===== src/rtl/fetch_predict.sv =====
// Fetch PC generator with a 2-bit bimodal BHT, redirect/flush priority and branch/mispredict counters.
// Latency: next_pc, id_pred and counters register on each non-stalled edge; flushes are combinational. Backpressure: stall freezes all state.
module fetch_predict #(
  parameter int              XLEN        = 32,
  parameter logic [XLEN-1:0] RESET_PC    = 32'h0000_0000,
  parameter int              BHT_ENTRIES = 64,
  parameter int              CNT_W       = 32
) (
  input  logic             clk,
  input  logic             rst,
  input  logic             stall,
  input  logic             id_branch,
  input  logic             id_jal,
  input  logic [XLEN-1:0]  id_pc_imm,
  input  logic             ex_valid,
  input  logic             ex_branch,
  input  logic             ex_jalr,
  input  logic             ex_taken,
  input  logic             ex_pred_taken,
  input  logic [XLEN-1:0]  ex_pc,
  input  logic [XLEN-1:0]  ex_pc_imm,
  input  logic [XLEN-1:0]  ex_rs1_imm,
  output logic [XLEN-1:0]  pc,
  output logic [1:0]       id_pred,
  output logic             id_flush,
  output logic             ex_flush,
  output logic [CNT_W-1:0] br_count,
  output logic [CNT_W-1:0] mispred_count
);

  localparam int IW = $clog2(BHT_ENTRIES);

  logic [1:0]      bht [BHT_ENTRIES];
  logic [IW-1:0]   rd_idx;
  logic [IW-1:0]   wr_idx;
  logic            ex_mispred;
  logic            ex_jalr_act;
  logic            ex_resolve;
  logic            id_take;
  logic [XLEN-1:0] next_pc;

  assign rd_idx      = pc[IW+1:2];
  assign wr_idx      = ex_pc[IW+1:2];
  assign ex_mispred  = ex_valid & ex_branch & (ex_taken != ex_pred_taken);
  assign ex_jalr_act = ex_valid & ex_jalr;
  assign ex_resolve  = ex_valid & ex_branch;
  assign id_take     = (id_branch & id_pred[1]) | id_jal;

  // EX redirects outrank any ID redirect; flushes stay low during reset.
  always_comb begin
    next_pc  = pc + XLEN'(4);
    id_flush = 1'b0;
    ex_flush = 1'b0;
    if (!rst) begin
      if (ex_mispred) begin
        next_pc  = ex_taken ? ex_pc_imm : ex_pc + XLEN'(4);
        id_flush = 1'b1;
        ex_flush = 1'b1;
      end else if (ex_jalr_act) begin
        next_pc  = {ex_rs1_imm[XLEN-1:1], 1'b0};
        id_flush = 1'b1;
        ex_flush = 1'b1;
      end else if (id_take) begin
        next_pc  = id_pc_imm;
        id_flush = 1'b1;
      end
    end
  end

  always_ff @(posedge clk) begin
    if (rst) begin
      pc            <= RESET_PC;
      id_pred       <= 2'b00;
      br_count      <= '0;
      mispred_count <= '0;
      for (int i = 0; i < BHT_ENTRIES; i++) bht[i] <= 2'b01;
    end else if (!stall) begin
      pc      <= next_pc;
      // Lookup sees the pre-update counter even when the update hits the same entry.
      id_pred <= id_flush ? 2'b00 : bht[rd_idx];
      if (ex_resolve) begin
        if (ex_taken) begin
          if (bht[wr_idx] != 2'b11) bht[wr_idx] <= bht[wr_idx] + 2'd1;
        end else begin
          if (bht[wr_idx] != 2'b00) bht[wr_idx] <= bht[wr_idx] - 2'd1;
        end
        if (br_count != '1) br_count <= br_count + CNT_W'(1);
      end
      if (ex_mispred && mispred_count != '1) mispred_count <= mispred_count + CNT_W'(1);
    end
  end

endmodule


===== config.mk =====
export PLATFORM = sky130hd
export DESIGN_NAME = fetch_predict
export DESIGN_NICKNAME = d
export VERILOG_FILES = /design/src/rtl/fetch_predict.sv
export SDC_FILE = /design/constraint.sdc
export NUM_CORES = 1
export LEC_CHECK = 0
export BUFFER_PORTS_ARGS = -buffer_cell sky130_fd_sc_hd__buf_2
export CORE_UTILIZATION = 45
export CTS_BUF_LIST = sky130_fd_sc_hd__clkbuf_8
export CTS_CLUSTER_DIAMETER = 50
export CTS_CLUSTER_SIZE = 8
export DETAILED_ROUTE_END_ITERATION = 10
export GPL_ROUTABILITY_DRIVEN = 0
export PLACE_DENSITY = 0.74
export RECOVER_POWER = 25
export SKIP_CTS_REPAIR_TIMING = 1
export SLEW_MARGIN = 40
export SYNTH_ARGS = -nofsm -noshare
export SYNTH_HDL_FRONTEND = slang
export SYNTH_SLANG_ARGS = --single-unit

===== constraint.sdc =====
create_clock -name clk -period 3.9 [get_ports clk]
set_input_delay 0.585 -clock clk [delete_from_list [all_inputs] [get_ports clk]]
set_output_delay 0.585 -clock clk [all_outputs]
set_load 0.01 [all_outputs]

==> Yosys cells after proc, flatten, opt, wreduce, memory -nomap -nowiden <==
Memory sizes are Yosys's and may differ from the RTL's. A register that Yosys moved wholly into a read port is not among the register bits.
Index checks and enable logic that the tools add are counted.
{ "totals": {"register_bits": 98, "ramBits": 128, "in_bits": 138, "wordCells": 59, "memories": 1} }
{ "memory_table": {"columns": ["name", "depth", "width", "rd", "rd_ports_with_merged_regs", "wr", "line", "text"], "rows": [
  ["bht", 64, 2, 2, 1, 64, "33", "logic [1:0] bht [BHT_ENTRIES];"]
]} }
{ "op_classes": {"add_sub_neg": 6, "n_eq_ne": 4, "n_mux": 32, "bitwise_logic": 7, "reduce_logical": 5} }
{ "op_table": {"columns": ["cell", "n"], "rows": [
  ["two-way mux 32 bit", 4],
  ["adder 32 x 1 -> 32 bit (second input constant)", 2],
  ["adder 32 x 3 -> 32 bit (second input constant)", 2],
  ["!= test 32 bit (second input constant)", 2],
  ["two-way mux 1 bit", 22],
  ["two-way mux 6 bit", 3],
  ["two-way mux 2 bit", 3],
  ["AND 1 bit", 4],
  ["AND reduction 3 bit", 1],
  ["adder 2 x 1 -> 2 bit (second input constant)", 1],
  ["!= test 2 bit (second input constant)", 1],
  ["bitwise OR 1 bit", 2],
  ["AND reduction 2 bit", 1],
  ["nonzero test 2 bit", 1],
  ["OR reduction 2 bit", 1],
  ["subtractor 2 x 1 -> 2 bit (second input constant)", 1],
  ["logical AND 1 bit", 1],
  ["!= test 1 bit", 1],
  ["NOT 1 bit", 1]
]} }

==> Logic depth before layout (Yosys ltp) <==
An unclocked memory read counts as a cell.
{ "depth": {"ltp_word": 11, "ltp_mapped": 14, "ltp_nobuf": 8} }

==> Least setup slack after synthesis <==
Ideal clock, no wire load.
{ "synth_timing": {"path_type": "input -> register", "from": "in ex_pc[2]", "to": "mem bht[0][0] (enable)", "setup_time_ns": 0.255, "arrival_time_ns": 2.775, "path_slack_ns": 0.870, "cell_stages": 10, "cell_sequence": "buf_6 buf_12 mux4_1 mux2_2 a221oi_2 and4b_1 buf_4 nand3_4 buf_6 a221o_1"} }
{ "synth_rtl": {"columns": ["item", "line", "text"], "rows": [
  ["start: declaration", "20", "input logic [XLEN-1:0] ex_pc,"],
  ["end: declaration", "33", null]
]} }

==> Final worst setup path <==
{ "layout_timing": {"from": "in ex_taken", "to": "out id_flush"} }
{ "layout_via": {"elab_chain_len": 4} }
{ "layout_rtl": {"columns": ["item", "line", "text"], "rows": [
  ["start: declaration", "18", "input logic ex_taken,"],
  ["!= test 1 bit", "44", "assign ex_mispred = ex_valid & ex_branch & (ex_taken != ex_pred_taken);"],
  ["AND 1 bit", "44", null],
  ["two-way mux 1 bit", "55", "if (ex_mispred) begin"],
  ["two-way mux 1 bit", "54", "if (!rst) begin"],
  ["end: declaration", "25", "output logic id_flush,"]
]} }
No other way between the ends.

==> out/results.tsv <==
metric	value	unit
worstSetupPathType	input pin to output port	
path_clk_slew	0.06	ns
p_per_area	321	mW/mm²
ys_seq_area_frac	0.389	
drt_wl_total	50400	µm
final_cell_mix	nor2_1, nand2_1, buf_2, edfxtp_1, nand3_1	
rsz0062_at_grt	no	
grt_pass1_wl	75300	µm
layout-drive-gt1-share	0.183	
num_io_pins	238	
vias	14800	
routedWlPerCell	21.7	µm
crit_arrival	2.65	ns
slew-limit-headroom	0.324	
via_per_inst	6.37	
drt-pass1-iter-count	10	
layout_commonest_cell	nor2_1	
hp-class	input pin to flip-flop	
clk_latency	0.55	ns
cp.required	3.31	ns
track_usage	0.282	
dpl.hpwl	34600	µm
crit_path_end	id_flush	
areaGrowthSynthToFinish	14.0	%
finalSetupViolations	0	
htreeDepth	2	
antenna_found_initial	5	
num_rows	67	
nets	1994	
finalCriticalPeriod	3.23	ns
cts_made_buffers	38	
drv_slew	0	
syn-cell-area	0.0152	mm²
postSynthCellCount	1662	
finalSetupTns	0	ns
synthesis.nets	1804	
grt.overflow.total	0	
final_util	0.520	
start_util	0.456	
dieArea	0.0346	mm²
drc	0	
worst_slew_pin_slew	1.01	ns
r2r_end	id_pred[1]$_SDFFE_PP0N_	
port_buffers	236	
skew	0.0308	ns
status	finished clean	
ant_nets	0	
root_buffer	clkbuf_8	
core-area	0.0334	mm²
cap_violations	0	
cts_tree	yes	
avgSynthCellArea	9.17	µm²
ys_warn_count	0	
rrSetupSlack	0.91	ns
ys_ff_latch	232	
drtIter0Drc	2000	
grt_pass1_vias	13600	
fin_crit_sh	0.829	
synth-main-ff-cell	edfxtp_1	
die_h	186	µm
startpoint_type	input pin	
finalHoldViolCount	0	
vdd_ir_drop_max	187	µV
grt_start_max_net_pins	81	
crit_path_end_kind	output port	
cts.sinks	232	
crit_start	ex_taken	
p_leak	0.00549	µW
reg2reg_depth	6	
ys_async_sr_fraction	0	
die_w	186	µm
synth-edff-count	128	
cp_max_fo	38	
clockBufferDepth	3	
synthDistinctLibCells	78	
fmax	0.309	GHz
==> flip-flops by register name (all words and copies together) (netlist names), named ones only <==
name / flops
bht: 128
br_count: 32
id_pred: 2
mispred_count: 32
pc: 32
==> metal layers <==
metal  vias to the layer above  global-route usage  routed length (µm)
li1                       6617                   -                   -
met3                       185              0.0583                5790
met5                         -                   0                  11
met1                      6982               0.345               18200
met2                      1028               0.456               23400
met4                         2               0.173                2920
==> logic make-up after synthesis <==
| kind of cell | Yosys count | share of synthesized area |
|---|---|---|
| AND/OR/NAND/NOR | 714 | 0.222 |
| multiplexers | 85 | 0.109 |
| adder cells (fa/ha/maj) | 4 | 0.00328 |
| AO/OA/AOI/OAI | 360 | 0.165 |
| flip-flops | 232 | 0.389 |
| buffers and inverters | 176 | 0.0593 |
| XOR/XNOR | 91 | 0.0528 |
==> cell usage after synthesis (13+ instances only) <==
master,number,area [µm²]
nor2_1,239,897
or3_1,25,156
inv_1,23,86.3
mux4_2,55,1240
buf_4,13,97.6
edfxtp_1,128,3840
a221o_1,66,661
a211oi_1,35,263
nor3_1,32,160
dfxtp_1,104,2080
buf_2,14,70.1
and4_1,13,114
xor2_1,35,307
nand2_1,172,646
buf_6,15,169
xnor2_1,55,482
nand3_1,126,631
nand4_1,25,156
clkbuf_1,95,357
mux2i_1,17,170
and3_1,19,119
a21oi_1,115,576
o21ai_0,63,315
==> power breakdown <==
part	internal [µW]	leakage [µW]	total [µW]	switching, µW
Combinational	358	0.00317	935	577
Sequential	2630	0.00195	2710	80.2
Clock	913	0.000374	1930	1010
Total	3900	0.00549	5580	1670
==> how the worst min path moves through the flow <==
stage	start	end	slack, ns	depth (start not counted)
6_report	ex_pc_imm[24]	pc[24]$_SDFFE_PP0N_	0.31	3
5_1_grt	ex_pc_imm[24]	pc[24]$_SDFFE_PP0N_	0.33	3
3_3_place_gp	pc[1]$_SDFFE_PP0P_	pc[1]$_SDFFE_PP0P_	0.46	2
4_1_cts	ex_pc_imm[24]	pc[24]$_SDFFE_PP0N_	0.30	3
2_1_floorplan	id_pred[0]$_SDFFE_PP0N_	id_pred[0]$_SDFFE_PP0N_	0.48	2
3_5_place_dp	pc[1]$_SDFFE_PP0P_	pc[1]$_SDFFE_PP0P_	0.47	2
==> cell type report <==
class | count | area (µm²)
inverter | 26 | 97.6
sequential | 232 | 5930
clock inverter | 23 | 116
timing repair buffer | 300 | 1650
tap | 448 | 561
clock buffer | 38 | 523
multi-input combinational | 1254 | 8490
fill | 3027 | 16100
antenna | 5 | 12.5
==> worst max-delay path, stage by stage <==
cell	delay, ns
clkbuf_1	0.73
xnor2_1	0.30
nor2_2	0.18
buf_4	0.39
nor3_1	0.13
nor2_1	0.15
buf_2	0.16
==> per-stage QoR <==
step / cell area (µm²) / cells / power [µW] / setup slack (ns) / hold slack [ns]
after floorplan: 15200 / 1662 / 3340 / 0.870 / 0.480
after global placement: 16800 / 2259 / 3660 / 0.331 / 0.459
after detailed placement: 16800 / 2259 / 3680 / 0.258 / 0.466
after CTS: 17500 / 2320 / 5570 / 0.814 / 0.301
after global routing: 17400 / 2325 / 5750 / 0.483 / 0.330
final: 17400 / 2326 / 5580 / 0.668 / 0.314
Note: power is estimated with default switching activity, not from simulation.
